$ cat config.mk
export PLATFORM = sky130hd
export DESIGN_NAME = regfile_wb_arbiter_flat
export DESIGN_NICKNAME = d
export VERILOG_FILES = /design/src/rtl/regfile_wb_arbiter_if.sv /design/src/rtl/regfile_wb_arbiter.sv /design/src/flat_wrapper.sv
export SDC_FILE = /design/constraint.sdc
export NUM_CORES = 1
export LEC_CHECK = 0
export CAP_MARGIN = 20
export CELL_PAD_IN_SITES_DETAIL_PLACEMENT = 1
export CELL_PAD_IN_SITES_GLOBAL_PLACEMENT = 1
export CORE_MARGIN = 8
export CORE_UTILIZATION = 31
export DETAILED_ROUTE_END_ITERATION = 8
export PLACE_DENSITY = 0.81
export SKIP_CTS_REPAIR_TIMING = 1
export SYNTH_ARGS = -nofsm -noshare
export SYNTH_HDL_FRONTEND = slang
export SYNTH_SLANG_ARGS = --single-unit
$ cat constraint.sdc
create_clock -name clk -period 3.47 [get_ports clk]
set_clock_uncertainty 0.05 [all_clocks]
set_input_delay 0.8675 -clock clk [delete_from_list [all_inputs] [get_ports clk]]
set_output_delay 0.8675 -clock clk [all_outputs]
set_load 0.005 [all_outputs]
$ cat src/rtl/regfile_wb_arbiter_if.sv
`default_nettype none
// ============================================================================
//  Module      : regfile_wb_arbiter_if
//  Description : Write-back request, decode scoreboard and register-file
//                write-port bundle for regfile_wb_arbiter.
//  Revision    : 1.0 - initial release
// ============================================================================
interface regfile_wb_arbiter_if #(
  parameter int NREQ = 3,
  parameter int AW   = 6,
  parameter int DW   = 32
);
  logic [NREQ-1:0]    req_valid;
  logic [NREQ-1:0]    req_ready;
  logic [NREQ*AW-1:0] req_addr;
  logic [NREQ*DW-1:0] req_data;
  logic               issue_valid;
  logic [AW-1:0]      issue_addr;
  logic [AW-1:0]      rd_addr1;
  logic [AW-1:0]      rd_addr2;
  logic               rd_busy1;
  logic               rd_busy2;
  logic               we3;
  logic [AW-1:0]      addr3;
  logic [DW-1:0]      writeData3;
  logic [31:0]        busy_mask;
  logic               err_addr;

  modport master (
    output req_valid, req_addr, req_data, issue_valid, issue_addr, rd_addr1, rd_addr2,
    input  req_ready, rd_busy1, rd_busy2, we3, addr3, writeData3, busy_mask, err_addr
  );

  modport slave (
    input  req_valid, req_addr, req_data, issue_valid, issue_addr, rd_addr1, rd_addr2,
    output req_ready, rd_busy1, rd_busy2, we3, addr3, writeData3, busy_mask, err_addr
  );
endinterface
`default_nettype wire

$ cat src/rtl/regfile_wb_arbiter.sv
`default_nettype none
// ============================================================================
//  Module      : regfile_wb_arbiter
//  Description : Shares the register file write port between write-back
//                sources and tracks per-register pending writes.
//  Revision    : 1.0 - initial release
// ============================================================================
module regfile_wb_arbiter #(
  parameter int NREQ     = 3,
  parameter int AW       = 6,
  parameter int DW       = 32,
  parameter int MAX_WAIT = 4
) (
  input  wire                  clk,
  input  wire                  reset_n,
  regfile_wb_arbiter_if.slave  bus
);

  localparam logic [3:0] c_max_wait = 4'(MAX_WAIT);
  localparam logic [3:0] c_wait_sat = 4'hF;

  logic [3:0]      r_wait_cnt [NREQ];
  logic [NREQ-1:0] w_promo;
  logic [NREQ-1:0] w_cand;
  logic [NREQ-1:0] w_grant;
  logic            w_xfer;
  logic [AW-1:0]   w_sel_addr;
  logic [DW-1:0]   w_sel_data;
  logic            w_issue_ok;
  logic [31:0]     w_set;
  logic [31:0]     w_clr;

  logic            r_we3;
  logic [AW-1:0]   r_addr3;
  logic [DW-1:0]   r_wdata3;
  logic [31:0]     r_busy;
  logic            r_err;

  for (genvar i = 0; i < NREQ; i++) begin : g_wait
    assign w_promo[i] = bus.req_valid[i] && (r_wait_cnt[i] >= c_max_wait);

    always_ff @(posedge clk or negedge reset_n) begin
      if (!reset_n) begin
        r_wait_cnt[i] <= 4'd0;
      end else if (bus.req_valid[i] && !w_grant[i]) begin
        if (r_wait_cnt[i] != c_wait_sat) begin
          r_wait_cnt[i] <= r_wait_cnt[i] + 4'd1;
        end
      end else begin
        r_wait_cnt[i] <= 4'd0;
      end
    end
  end

  // Starved sources form the candidate set when present; lowest set bit wins.
  assign w_cand  = (|w_promo) ? w_promo : bus.req_valid;
  assign w_grant = reset_n ? (w_cand & (~w_cand + NREQ'(1))) : '0;
  assign w_xfer  = |w_grant;

  always_comb begin
    w_sel_addr = '0;
    w_sel_data = '0;
    for (int i = 0; i < NREQ; i++) begin
      if (w_grant[i]) begin
        w_sel_addr = bus.req_addr[i*AW +: AW];
        w_sel_data = bus.req_data[i*DW +: DW];
      end
    end
  end

  // Register 0 is never reserved, and illegal addresses never reach the file.
  assign w_issue_ok = bus.issue_valid && !bus.issue_addr[5] && (bus.issue_addr[4:0] != 5'd0);
  assign w_set      = w_issue_ok ? (32'd1 << bus.issue_addr[4:0]) : 32'd0;
  assign w_clr      = r_we3 ? (32'd1 << r_addr3[4:0]) : 32'd0;

  always_ff @(posedge clk or negedge reset_n) begin
    if (!reset_n) begin
      r_we3    <= 1'b0;
      r_addr3  <= '0;
      r_wdata3 <= '0;
      r_busy   <= 32'd0;
      r_err    <= 1'b0;
    end else begin
      r_we3 <= w_xfer && !w_sel_addr[5];
      if (w_xfer && !w_sel_addr[5]) begin
        r_addr3  <= w_sel_addr;
        r_wdata3 <= w_sel_data;
      end
      if (w_xfer && w_sel_addr[5]) begin
        r_err <= 1'b1;
      end
      // A same-edge issue re-reserves the register after its write retires.
      r_busy <= (r_busy & ~w_clr) | w_set;
    end
  end

  assign bus.req_ready  = w_grant;
  assign bus.we3        = r_we3;
  assign bus.addr3      = r_addr3;
  assign bus.writeData3 = r_wdata3;
  assign bus.busy_mask  = r_busy;
  assign bus.err_addr   = r_err;
  assign bus.rd_busy1   = r_busy[bus.rd_addr1[4:0]] && (bus.rd_addr1 != '0) && !bus.rd_addr1[5];
  assign bus.rd_busy2   = r_busy[bus.rd_addr2[4:0]] && (bus.rd_addr2 != '0) && !bus.rd_addr2[5];

endmodule
`default_nettype wire

$ cat src/flat_wrapper.sv
// flat-port wrapper written by rule: the top's interface ports become plain ports
module regfile_wb_arbiter_flat 
#(
  parameter int NREQ     = 3,
  parameter int AW       = 6,
  parameter int DW       = 32,
  parameter int MAX_WAIT = 4
)
  (clk, reset_n, bus_req_valid, bus_req_addr, bus_req_data, bus_issue_valid, bus_issue_addr, bus_rd_addr1, bus_rd_addr2, bus_req_ready, bus_rd_busy1, bus_rd_busy2, bus_we3, bus_addr3, bus_writeData3, bus_busy_mask, bus_err_addr);
  regfile_wb_arbiter_if #(.NREQ(NREQ), .AW(AW), .DW(DW)) bus_i ();
  input  wire clk;
  input  wire reset_n;
  input wire logic [$bits(bus_i.req_valid)-1:0] bus_req_valid;
  input wire logic [$bits(bus_i.req_addr)-1:0] bus_req_addr;
  input wire logic [$bits(bus_i.req_data)-1:0] bus_req_data;
  input wire logic [$bits(bus_i.issue_valid)-1:0] bus_issue_valid;
  input wire logic [$bits(bus_i.issue_addr)-1:0] bus_issue_addr;
  input wire logic [$bits(bus_i.rd_addr1)-1:0] bus_rd_addr1;
  input wire logic [$bits(bus_i.rd_addr2)-1:0] bus_rd_addr2;
  output wire logic [$bits(bus_i.req_ready)-1:0] bus_req_ready;
  output wire logic [$bits(bus_i.rd_busy1)-1:0] bus_rd_busy1;
  output wire logic [$bits(bus_i.rd_busy2)-1:0] bus_rd_busy2;
  output wire logic [$bits(bus_i.we3)-1:0] bus_we3;
  output wire logic [$bits(bus_i.addr3)-1:0] bus_addr3;
  output wire logic [$bits(bus_i.writeData3)-1:0] bus_writeData3;
  output wire logic [$bits(bus_i.busy_mask)-1:0] bus_busy_mask;
  output wire logic [$bits(bus_i.err_addr)-1:0] bus_err_addr;
  assign bus_i.req_valid = bus_req_valid;
  assign bus_i.req_addr = bus_req_addr;
  assign bus_i.req_data = bus_req_data;
  assign bus_i.issue_valid = bus_issue_valid;
  assign bus_i.issue_addr = bus_issue_addr;
  assign bus_i.rd_addr1 = bus_rd_addr1;
  assign bus_i.rd_addr2 = bus_rd_addr2;
  assign bus_req_ready = bus_i.req_ready;
  assign bus_rd_busy1 = bus_i.rd_busy1;
  assign bus_rd_busy2 = bus_i.rd_busy2;
  assign bus_we3 = bus_i.we3;
  assign bus_addr3 = bus_i.addr3;
  assign bus_writeData3 = bus_i.writeData3;
  assign bus_busy_mask = bus_i.busy_mask;
  assign bus_err_addr = bus_i.err_addr;
  regfile_wb_arbiter #(.NREQ(NREQ), .AW(AW), .DW(DW), .MAX_WAIT(MAX_WAIT)) u_core (.clk(clk), .reset_n(reset_n), .bus(bus_i));
endmodule
-- After elaboration in Yosys (flattened, before gate mapping)
Cells that the tools add are included.
- $add $sub $neg: 4
- order comparisons: 5
- eq/ne operators: 6
- shifts and indexed selects: 2
- multiplexer cells: 20
- bitwise operators: 5
- reduce and logical (&&, ||, !) cells: 26
- operators with widths (kind ; count):
    32-bit two-way mux ; 5
    1-bit by 5-bit << shifter with 32-bit output, first input constant ; 2
    32-bit AND ; 1
    32-bit inverter ; 1
    32-bit bitwise OR ; 1
    4-bit two-way mux ; 6
    6-bit two-way mux ; 3
    1-bit logical AND ; 14
    4-bit by 1-bit adder with 4-bit output, second input constant ; 3
    4-bit by 3-bit greater-or-equal comparator with 1-bit output, second input constant ; 3
    5-bit by 6-bit < comparator with 1-bit output, second input constant ; 2
    4-bit inequality test, second input constant ; 3
    6-bit nonzero test ; 2
    1-bit binary-select mux with 5-bit select ; 2
    1-bit zero test ; 7
    3-bit two-way mux ; 2
    2-bit inequality test, second input constant ; 3
    3-bit OR reduction ; 2
    5-bit nonzero test ; 1
    3-bit by 1-bit adder with 3-bit output, second input constant ; 1
    3-bit AND ; 1
    3-bit inverter ; 1
    1-bit two-way mux ; 2
- flip-flop bits (word level): 84
- logic and storage cells: 76

-- Depth between registers and ports, before layout
- word-level depth: 13
- depth in mapped cells: 8
- depth with buffers taken out: 5

-- Worst setup path before layout
No wires, ideal clock.
- path type: input-to-output
- from: in bus_rd_addr1[0]
- to: out bus_rd_busy1
- data arrival time: 2.432 ns
- data required time: 2.553 ns
- path slack: 0.121 ns
- stages on the path: 5
- buffers on the path: 1
- path through: clkbuf_1 > mux4_2 > mux4_2 > mux2i_1 > nor2_1
- longest elaborated chain between the ends: 4
- elaborated cells between the ends (all ways): 5
- those cells by class: 2 x mux; 3 x reduce/logical
- ends and longest elaborated chain (element ; line ; text):
    start: declaration ; flat_wrapper.sv:18 ; input wire logic [$bits(bus_i.rd_addr1)-1:0] bus_rd_addr1;
    1-bit binary-select mux with 5-bit select ; regfile_wb_arbiter.sv:103 ; assign bus.rd_busy1 = r_busy[bus.rd_addr1[4:0]] && (bus.rd_addr1 != '0) && !bus.rd_addr1[5];
    1-bit two-way mux (not written as such) ; regfile_wb_arbiter.sv:103 ;
    1-bit logical AND * (2 in series) ; regfile_wb_arbiter.sv:103 ;
    end: declaration ; flat_wrapper.sv:21 ; output wire logic [$bits(bus_i.rd_busy1)-1:0] bus_rd_busy1;
Every way passes the cells marked *; elsewhere a longest branch is shown, timed or not. The select of a mux whose other input is x is not followed.

-- Worst setup path in the final report
Ends and elaborated chain as after synthesis.

==> flow_summary_export.csv <==
group,metric,value,unit
sta,tightest_slew,0.697,ns
synthesis,ys_warn_count,0,
floorplanning,start_util,31.5,%
detailed_routing,wire_per_inst,22.9,um
sta,period_minus_slack,3.36,ns
synthesis,synth_flop_cell,"dfrtp_1",
setup_path,critPathKind,"in2out",
placement,numPortBuffers,214,
detailed_routing,drtAntennaViolNets,0,
power,switchingPower,1.12,mW
synthesis,synth_edf_count,0,
cells_and_area,synthToLayoutAreaGrowth,59.4,%
placement,place_congestion,0.884,
floorplanning,die_y,140,um
cts,cts_tree,"yes",
detailed_routing,vias,4823,
synthesis,syn_inst,442,
synthesis,ys_seq_area_share,44.2,%
power,ir_drop,199,uV
synthesis,syn-cell-area,4760,sq um
placement,place_hpwl,15400,um
sta,fin_hold_ws,0.431,ns
global_route,grt_pass1_vias,5465,
sta,finalSetupViolCount,0,
hold_path,min_from,"u_core.bus.writeData3[20]",
floorplanning,die-width,140,um
power,p_total,3.63,mW
global_route,track_usage,20.0,%
cts,clk_latency,0.34,ns
power,seqPwrFrac,39.3,%
floorplanning,io-pin-count,215,
cts,cts_root_buffer,"clkbuf_16",
cells_and_area,fin_cells,856,
sta,hold_violations,0,
power,p_clk_share,27.1,%
run_status,status,"complete, no violations",
sta,max_freq,297,MHz
detailed_routing,wl,19600,um
cts,clkTransAtPathRegs,0.06,ns
power,internal-power,2.51,mW
floorplanning,design.core.area,15100,sq um
synthesis,synth_nets,583,
cts,htree_levels,3,
power,swShare,30.9,%
sta,relSlewSlack,53.5,%
global_route,grt_pass1_wl,30900,um
detailed_routing,via_per_inst,5.63,
job,drv_cap,0,
global_route,antenna_found_initial,2,
power,total_leakage_power,3.20,nW
detailed_routing,dr.pass1.iters,4,
sta,period_share,97.0,%
cts,clockBufferDepth,2,
setup_path,critPathLaunchType,"input port",
setup_path,crit_path_max_fanout,5,
cts,numCtsBuffers,9,
synthesis,ys_types,43,
power,p_comb_share,33.6,%
setup_path,crit_start,"bus_rd_addr1[0]",
setup_path,r2r_start,"u_core.r_wait_cnt[2]",
cells_and_area,final_cell_mix,"204 x clkdlybuf4s50_1, 84 x dfrtp_1, 56 x o21ai_0",
sta,slew_viol_final,0,
setup_path,cp_data_arrival_time,2.45,ns
cells_and_area,fillCellCount,1654,
synthesis,ys_ff_latch,84,
cells_and_area,nets,804,
cells_and_area,final_common_cell,"clkdlybuf4s50_1",
cts,clock_sinks,84,
setup_path,setup.worst_path.end_class,"output pin",
cells_and_area,fin_util,50.2,%
synthesis,async_flop_share,100,%
global_route,grt_start_max_net_pins,54,
placement,placed_cell_area,7190,sq um
placement,dp_cells,835,
detailed_routing,drtIter0Drc,228,
detailed_routing,drc,0,
floorplanning,die_area,19600,sq um
cells_and_area,post-route-cell-area,7580,sq um
cells_and_area,drive_gt1_share,12.0,%
synthesis,synth_area_per_cell,10.8,sq um
global_route,overflow,0,
floorplanning,rows,45,
cells_and_area,insertedDiodeCount,0,
setup_path,required,2.55,ns
hold_path,hold_class,"reg2reg",
power,powerDensity,479,nW/um^2
==> registers in the layout, indices dropped and copies added (netlist names) <==
| register | count |
|---|---|
| u_core.bus.we3 | 1 |
| u_core.bus.err_addr | 1 |
| u_core.r_wait_cnt | 12 |
| u_core.bus.busy_mask | 32 |
| u_core.bus.writeData3 | 32 |
| u_core.bus.addr3 | 6 |
==> layout make-up <==
cell class | instances | area (sq um) | area share (%)
Clock inverter | 7 | 80.1 | 1.06
Inverter | 5 | 18.8 | 0.248
Timing Repair Buffer | 238 | 2370 | 31.3
Multi-Input combinational cell | 325 | 2550 | 33.6
Tap cell | 188 | 235 | 3.10
Clock buffer | 9 | 225 | 2.97
Sequential cell | 84 | 2100 | 27.7
==> critical path, cell delays in order <==
cell	delay [ns]
dlymetal6s2s_1	0.10
buf_6	0.13
mux4_2	0.50
mux4_2	0.46
mux2i_1	0.18
nor2_1	0.05
dlymetal6s2s_1	0.15
==> per-stage QoR <==
stage / setup TNS [ns] / worst slack [ns]
3_3_place_gp: -1.10 / -0.531
3_5_place_dp: -3.54 / -0.724
2_1_floorplan: 0 / 0.121
5_1_grt: -0.0275 / -0.0275
4_1_cts: -1.48 / -0.742
6_report: 0 / 0.105
==> cell usage after synthesis, types with 3 or more instances <==
master	n	area share, %
mux2_4	3	0.95
nand2_1	29	2.3
or2_2	5	0.66
mux4_2	14	6.6
dfrtp_1	84	44
a221oi_1	5	0.92
a31oi_1	3	0.39
ha_1	3	0.79
nand2b_1	6	0.79
nor2_1	23	1.8
a221o_1	32	6.7
buf_2	4	0.42
mux2_2	8	1.9
xnor2_1	3	0.55
and2_1	3	0.39
mux2_1	24	5.7
nand3_1	13	1.4
clkbuf_1	22	1.7
and3_1	37	4.9
o21ai_0	56	5.9
mux2i_1	18	3.8
nor2b_1	3	0.39
inv_1	5	0.39
nor3_1	7	0.74
o31ai_1	8	1.3
==> path summary, 6_finish.rpt <==
| check | to | slack (ns) | cells after the start |
|---|---|---|---|
| max in group asynchronous | u_core.bus.busy_mask[10] | 2.24 | 2 |
| worst min register to register | u_core.bus.writeData3[20] | 0.43 | 1 |
| worst max register to register | u_core.bus.writeData3[28] | 0.76 | 8 |
| worst min-delay path | u_core.bus.writeData3[20] | 0.43 | 1 |
| min in group asynchronous | u_core.r_wait_cnt[1] | 0.54 | 2 |
| worst max-delay path | bus_rd_busy1 | 0.11 | 7 |
==> routing by layer <==
layer  track usage, %  up-vias  share of wire (%)
met5                0        -               0.12
met4             5.31        4                1.5
met3             7.73       28                9.1
met2             34.6      221                 49
met1             22.5     2436                 40
li1                 -     2134                  -
==> cell families after synthesis <==
group,synth area share [%]
muxes,18.9
xor gates and xnor gates,0.553
DFF,44.2
adders and majority gates,0.789
and+or+nand+nor,14.4
AOI/OAI and AO/OA,18.1
buffers and inverters,3.03
==> power by group through the flow <==
| stage | Sequential, mW | Clock [mW] | Combinational (mW) |
|---|---|---|---|
| floorplan | 1.35 | 0 | 0.458 |
| global placement | 1.43 | 0 | 1.17 |
| detailed placement | 1.44 | 0 | 1.22 |
| CTS | 1.42 | 1.01 | 1.23 |
| global route | 1.46 | 1.05 | 1.32 |
| finish | 1.43 | 0.983 | 1.22 |
Power figures use the tool's default switching activity.
==> RTL edit 1: new RTL, same flow settings <==
`DW` is set to 32 in 3 places; all go to 40.
--- a/src/rtl/regfile_wb_arbiter_if.sv
+++ b/src/rtl/regfile_wb_arbiter_if.sv
@@ -8,7 +8,7 @@
 interface regfile_wb_arbiter_if #(
   parameter int NREQ = 3,
   parameter int AW   = 6,
-  parameter int DW   = 32
+  parameter int DW   = 40
 );
   logic [NREQ-1:0]    req_valid;
   logic [NREQ-1:0]    req_ready;
--- a/src/rtl/regfile_wb_arbiter.sv
+++ b/src/rtl/regfile_wb_arbiter.sv
@@ -8,7 +8,7 @@
 module regfile_wb_arbiter #(
   parameter int NREQ     = 3,
   parameter int AW       = 6,
-  parameter int DW       = 32,
+  parameter int DW       = 40,
   parameter int MAX_WAIT = 4
 ) (
   input  wire                  clk,
--- a/src/flat_wrapper.sv
+++ b/src/flat_wrapper.sv
@@ -3,7 +3,7 @@
 #(
   parameter int NREQ     = 3,
   parameter int AW       = 6,
-  parameter int DW       = 32,
+  parameter int DW       = 40,
   parameter int MAX_WAIT = 4
 )
   (clk, reset_n, bus_req_valid, bus_req_addr, bus_req_data, bus_issue_valid, bus_issue_addr, bus_rd_addr1, bus_rd_addr2, bus_req_ready, bus_rd_busy1, bus_rd_busy2, bus_we3, bus_addr3, bus_writeData3, bus_busy_mask, bus_err_addr);
Interface: changed (resized bus_req_data and bus_writeData3); port bits go from 215 to 247. No check against the original RTL was run, so the function may have changed too.
==> RTL edit 1 against the unedited design <==
  * Wire length is 9.9% higher
  * Combinational power is 9.8% higher
  * Register-to-register slack got worse by 0.13 ns
  * Die area grew 9.2%
  * Setup slack worse by 0.080 ns
  * Clock power grew 13%
  * Area after synthesis is 10% higher
  * Sequential cell count rose by 8
  * Power up 10%
  * Design area increased by 12%
  * Critical path type unchanged
  * Critical endpoint is now bus_rd_busy2
  * Largest power group unchanged
==> RTL edit 1: results (changes against the unedited design) <==
stage;metric;value;unit;change
worst_setup_path;crit_family;buffers and inverters;;
place;detailed_place_hpwl;17200;um;+11%
place;gp_congestion;0.965;;+9.2%
routing;route.final.wire_length;21500;um;+9.9%
global_route;grt.total_usage;19.6;%;-0.41 points
worst_setup_path;critPathArrivalTime;2.53;ns;+0.08 ns
run_status;run_status;completed;;
layout;finish.net_count;894;;+11%
synthesis;yosys-top-cells-count;92 x sky130_fd_sc_hd__dfrtp_1, 56 x sky130_fd_sc_hd__o21ai_0, 45 x sky130_fd_sc_hd__and3_1;;
worst_setup_path;slowest_stage;sky130_fd_sc_hd__clkdlybuf4s50_1;;
routing;drt-vias-per-instance;5.47;;-2.9%
global_route;grt_first_pass_wirelength;33600;um;+8.5%
global_route;grt_pass1_vias;5973;;+9.3%
worst_setup_path;setup.worst_path.start;bus_rd_addr2[1];;
place;buffer_ports.inserted;246;;+15%
synthesis;net_count_of_the_mapped_netlist;644;;+10%
worst_setup_path;crit_fanout;9;;+4
place;placed_cell_area;8030;um^2;+12%
worst_setup_path;worst_path_largest_cell_delay;0.47;ns;-0.03 ns
global_route;grt_antenna_before_repair;0;;-2
routing;initialDrtViolationCount;272;;+19%
sta;worst_pin_slew;0.548;ns;-0.150 ns
synthesis;synth.lib_cells_used.distinct;44;;+2.3%
global_route;largest_net_degree_at_the_start_of_global_routing;81;;+50%
layout;final_layout_size_suffix_gt1_share;12.9;%;+0.97 points
power_and_ir_drop;p_leak;3.59;nW;+12%
synthesis;postSynth.asyncResetShare;100;%;unchanged
hold_path;hold_path_class;in2async;;
RTL edit 1: cell types whose count changed after synthesis, sizes merged:
cell,before,now
buf,6,13
clkbuf,22,20
and3,37,45
mux2,35,43
dfrtp,84,92
a221o,32,40
RTL edit 1: metrics by stage:
stage	setup WS (ns)	cells	utilization, %
after floorplan	0.121	479	-
after global placement	-0.547	933	48.4
after detailed placement	-0.565	933	48.4
after CTS	-0.585	949	50.5
after global routing	-0.0808	954	51.0
final	0.0253	954	51.0
RTL edit 1: path summary, 6_finish.rpt:
path,end,slack (ns),cells after the start
setup reg to reg,u_core.bus.writeData3[19],0.63,8
setup / recovery,bus_rd_busy2,0.03,8
hold / removal,u_core.bus.busy_mask[1],0.34,1
hold reg to reg,u_core.bus.writeData3[21],0.43,1
min in group clk,u_core.bus.writeData3[21],0.43,1
max in group asynchronous,u_core.bus.writeData3[14],2.11,3
RTL edit 1: power breakdown:
| part | switching (mW) | total [mW] | leakage (nW) | internal [mW] |
|---|---|---|---|---|
| sequential | 0.254 | 1.54 | 1.11 | 1.29 |
| combinational | 0.490 | 1.34 | 2.32 | 0.853 |
| clock | 0.417 | 1.11 | 0.162 | 0.692 |
RTL edit 1: worst register-to-register path: stages (launching register included):
cell and delay (ns):
sky130_fd_sc_hd__dfrtp_1 0.50, sky130_fd_sc_hd__o21ai_1 0.12, sky130_fd_sc_hd__a211o_1 0.35, sky130_fd_sc_hd__buf_4 0.16, sky130_fd_sc_hd__buf_4 0.25, sky130_fd_sc_hd__a31o_1 0.31
sky130_fd_sc_hd__a221oi_4 0.32, sky130_fd_sc_hd__buf_12 0.28, sky130_fd_sc_hd__mux2_1 0.39
RTL edit 1: routing by layer:
layer / GRT usage [%] / wire length [um] / share of wire (%)
met5: 0 / 0 / 0
met4: 6.39 / 459 / 2.1
met3: 6.30 / 1770 / 8.2
met2: 34.9 / 10900 / 51
met1: 21.5 / 8410 / 39
RTL edit 1: cells by family (layout without fill, tap and decap cells):
logic type               Yosys count  count (layout)  synth area share (%)
multiplexers                      75              75                  19.8
buffers and inverters             38             293                  3.50
adder cells (fa/ha/maj)            3               3                 0.715
AO/OA/AOI/OAI                    127             127                  17.7
flip-flops                        92              92                  43.8
AND/OR/NAND/NOR                  141             141                  14.0
XOR/XNOR                           3               3                 0.500
RTL edit 1: area by class of cell:
type / count / area, um^2
clock buffer: 13 / 270
clock inverter: 3 / 67.6
fill: 1790 / 8130
inverter: 5 / 18.8
multi-input combinational: 349 / 2800
sequential: 92 / 2300
tap: 220 / 275
timing repair buffer: 272 / 2720
==> RTL edit 2: new RTL, config.mk and constraints unchanged <==
Without the edit above. Reset style: synchronous (`reset_n`), changed in 2 clocked blocks.
--- a/src/rtl/regfile_wb_arbiter.sv
+++ b/src/rtl/regfile_wb_arbiter.sv
@@ -39,7 +39,7 @@
   for (genvar i = 0; i < NREQ; i++) begin : g_wait
     assign w_promo[i] = bus.req_valid[i] && (r_wait_cnt[i] >= c_max_wait);
 
-    always_ff @(posedge clk or negedge reset_n) begin
+    always_ff @(posedge clk) begin
       if (!reset_n) begin
         r_wait_cnt[i] <= 4'd0;
       end else if (bus.req_valid[i] && !w_grant[i]) begin
@@ -73,7 +73,7 @@
   assign w_set      = w_issue_ok ? (32'd1 << bus.issue_addr[4:0]) : 32'd0;
   assign w_clr      = r_we3 ? (32'd1 << r_addr3[4:0]) : 32'd0;
 
-  always_ff @(posedge clk or negedge reset_n) begin
+  always_ff @(posedge clk) begin
     if (!reset_n) begin
       r_we3    <= 1'b0;
       r_addr3  <= '0;
Function: differs if reset_n is asserted again (counterexample within 4 cycles, from zero or initial values and one cycle with reset_n low); with reset_n held inactive, the same outputs for 10 cycles.
==> RTL edit 2 against the unedited design <==
  * Setup slack worse by 0.013 ns
  * Critical path depth is 1 lower
  * Global-route usage grew 0.74 points
  * Worst hold slack worse by 0.041 ns
  * Sequential cell count is the same
  * Design area rose by 5.1%
  * Area after synthesis up 10%
  * Wire length rose by 16%
  * Die area grew 8.9%
  * Core utilization fell by 2.0 points
  * Largest cell class unchanged
Power is not compared: it rests on default switching activity, and its combinational part moved more than twofold at a synthesized area within 25%.
==> RTL edit 2: results (changes against the unedited design) <==
stage;metric;value;unit;change
worst_setup_path;worst_path_largest_cell_delay;0.49;ns;
sta;finalHoldViolCount;0;;unchanged
synthesis;postSynth.topFlopCell;sky130_fd_sc_hd__dfxtp_1;;
synthesis;synth_sequential_area_ratio;34.4;%;-9.8 points
layout;diodes;0;;unchanged
layout;finish.net_count;946;;+18%
routing;initialDrtViolationCount;379;;+66%
place;dp_cells;1013;;+21%
synthesis;yosys-top-cells-count;76 x sky130_fd_sc_hd__nand2_1, 72 x sky130_fd_sc_hd__dfxtp_1, 45 x sky130_fd_sc_hd__clkbuf_1;;
clock_tree;htree_num_levels;3;;unchanged
synthesis;synth-edff-count;12;;+12
run_status;run_status;completed;;
synthesis;yosys_warnings;0;;unchanged
power_and_ir_drop;seq-power;1.05;mW;
synthesis;synth_compound_area_share;23.5;%;+5.4 points
synthesis;synth_mux_area_share;15.6;%;-3.4 points
place;place_worst_setup_slack;-0.613;ns;+0.112 ns
place;gp_congestion;0.929;;+5.1%
clock_tree;ctsRootBufferMaster;sky130_fd_sc_hd__clkbuf_16;;
clock_tree;clk-insertion-delay-late;0.34;ns;about the same
clock_tree;clk_transition_reported_paths;0.06;ns;about the same
clock_tree;cts_inserted_buffers;9;;unchanged
power_and_ir_drop;p_leak;2.73;nW;
routing;routed-via-count;5873;;+22%
worst_setup_path;critPathArrivalTime;2.46;ns;
clock_tree;cts.path.max_buffers;2;;unchanged
power_and_ir_drop;power.net_switching;666;uW;
global_route;largest_net_degree_at_the_start_of_global_routing;45;;-17%
worst_setup_path;crit_fanout;4;;-1
layout;regArea;1800;um^2;-14%
synthesis;post_synth_main_area_contributors;sky130_fd_sc_hd__dfxtp_1 28%, sky130_fd_sc_hd__mux2i_1 8.0%, sky130_fd_sc_hd__mux4_2 7.3%, sky130_fd_sc_hd__edfxtp_1 6.9%, sky130_fd_sc_hd__nor3b_1 5.7%;;
place;placed_cell_area;7660;um^2;+6.6%
global_route;grt_first_pass_wirelength;35500;um;+15%
place;detailed_place_hpwl;17400;um;+13%
worst_setup_path;crit_family;buffers and inverters;;
synthesis;synth.lib_cells_used.distinct;50;;+16%
worst_setup_path;slowest_stage;sky130_fd_sc_hd__clkdlybuf4s50_1;;
place;buffer_ports.inserted;214;;unchanged
power_and_ir_drop;vdd.ir_drop.worst;199;uV;
synthesis;postSynth.asyncResetShare;0;%;-100 points
layout;final_layout_size_suffix_gt1_share;9.26;%;-2.7 points
routing;drt-vias-per-instance;5.70;;+1.2%
layout;nFillCells;1899;;+15%
routing;route.final.wire_length;22700;um;+16%
hold_path;hold_path_class;reg2reg;;
global_route;grt.total_usage;20.7;%;+0.74 points
synthesis;yosys.area_share.xor_xnor;0.837;%;+0.28 points
global_route;grt_antenna_before_repair;0;;-2
global_route;grt_pass1_vias;6402;;+17%
power_and_ir_drop;power.combinational.fraction;20.4;%;
routing;firstDrtPassIters;5;;+1
synthesis;post_synth_fa_ha_maj_area_fraction;0.717;%;-0.072 points
power_and_ir_drop;power.density;308;nW/um^2;
synthesis;synth_cells;609;;+38%
sta;worst_slew_margin_rel;52.8;%;-0.75 points
RTL edit 2: layer usage:
layer / part of all wire (%) / wire (um) / track usage, %
met1: 41 / 9310 / 23.7
met2: 49 / 11000 / 35.4
met3: 8.3 / 1890 / 6.84
met4: 2.1 / 480 / 7.24
met5: 0 / 0 / 0
RTL edit 2: worst paths after layout:
path | from | endpoint | slack [ns] | cells after the start
min reg2reg | u_core.bus.addr3[5] | u_core.bus.addr3[5] | 0.39 | 2
max | bus_req_valid[2] | bus_req_ready[0] | 0.09 | 6
min | u_core.bus.addr3[5] | u_core.bus.addr3[5] | 0.39 | 2
max reg2reg | u_core.r_wait_cnt[0][2] | u_core.bus.writeData3[14] | 0.90 | 7
RTL edit 2: area by class of cell:
class / count / share of cell area, %
Multi-Input combinational cell: 463 / 40.2
Clock buffer: 9 / 2.83
Sequential cell: 84 / 22.6
Tap cell: 220 / 3.45
Inverter: 6 / 0.283
Clock inverter: 7 / 0.660
Timing Repair Buffer: 241 / 29.9
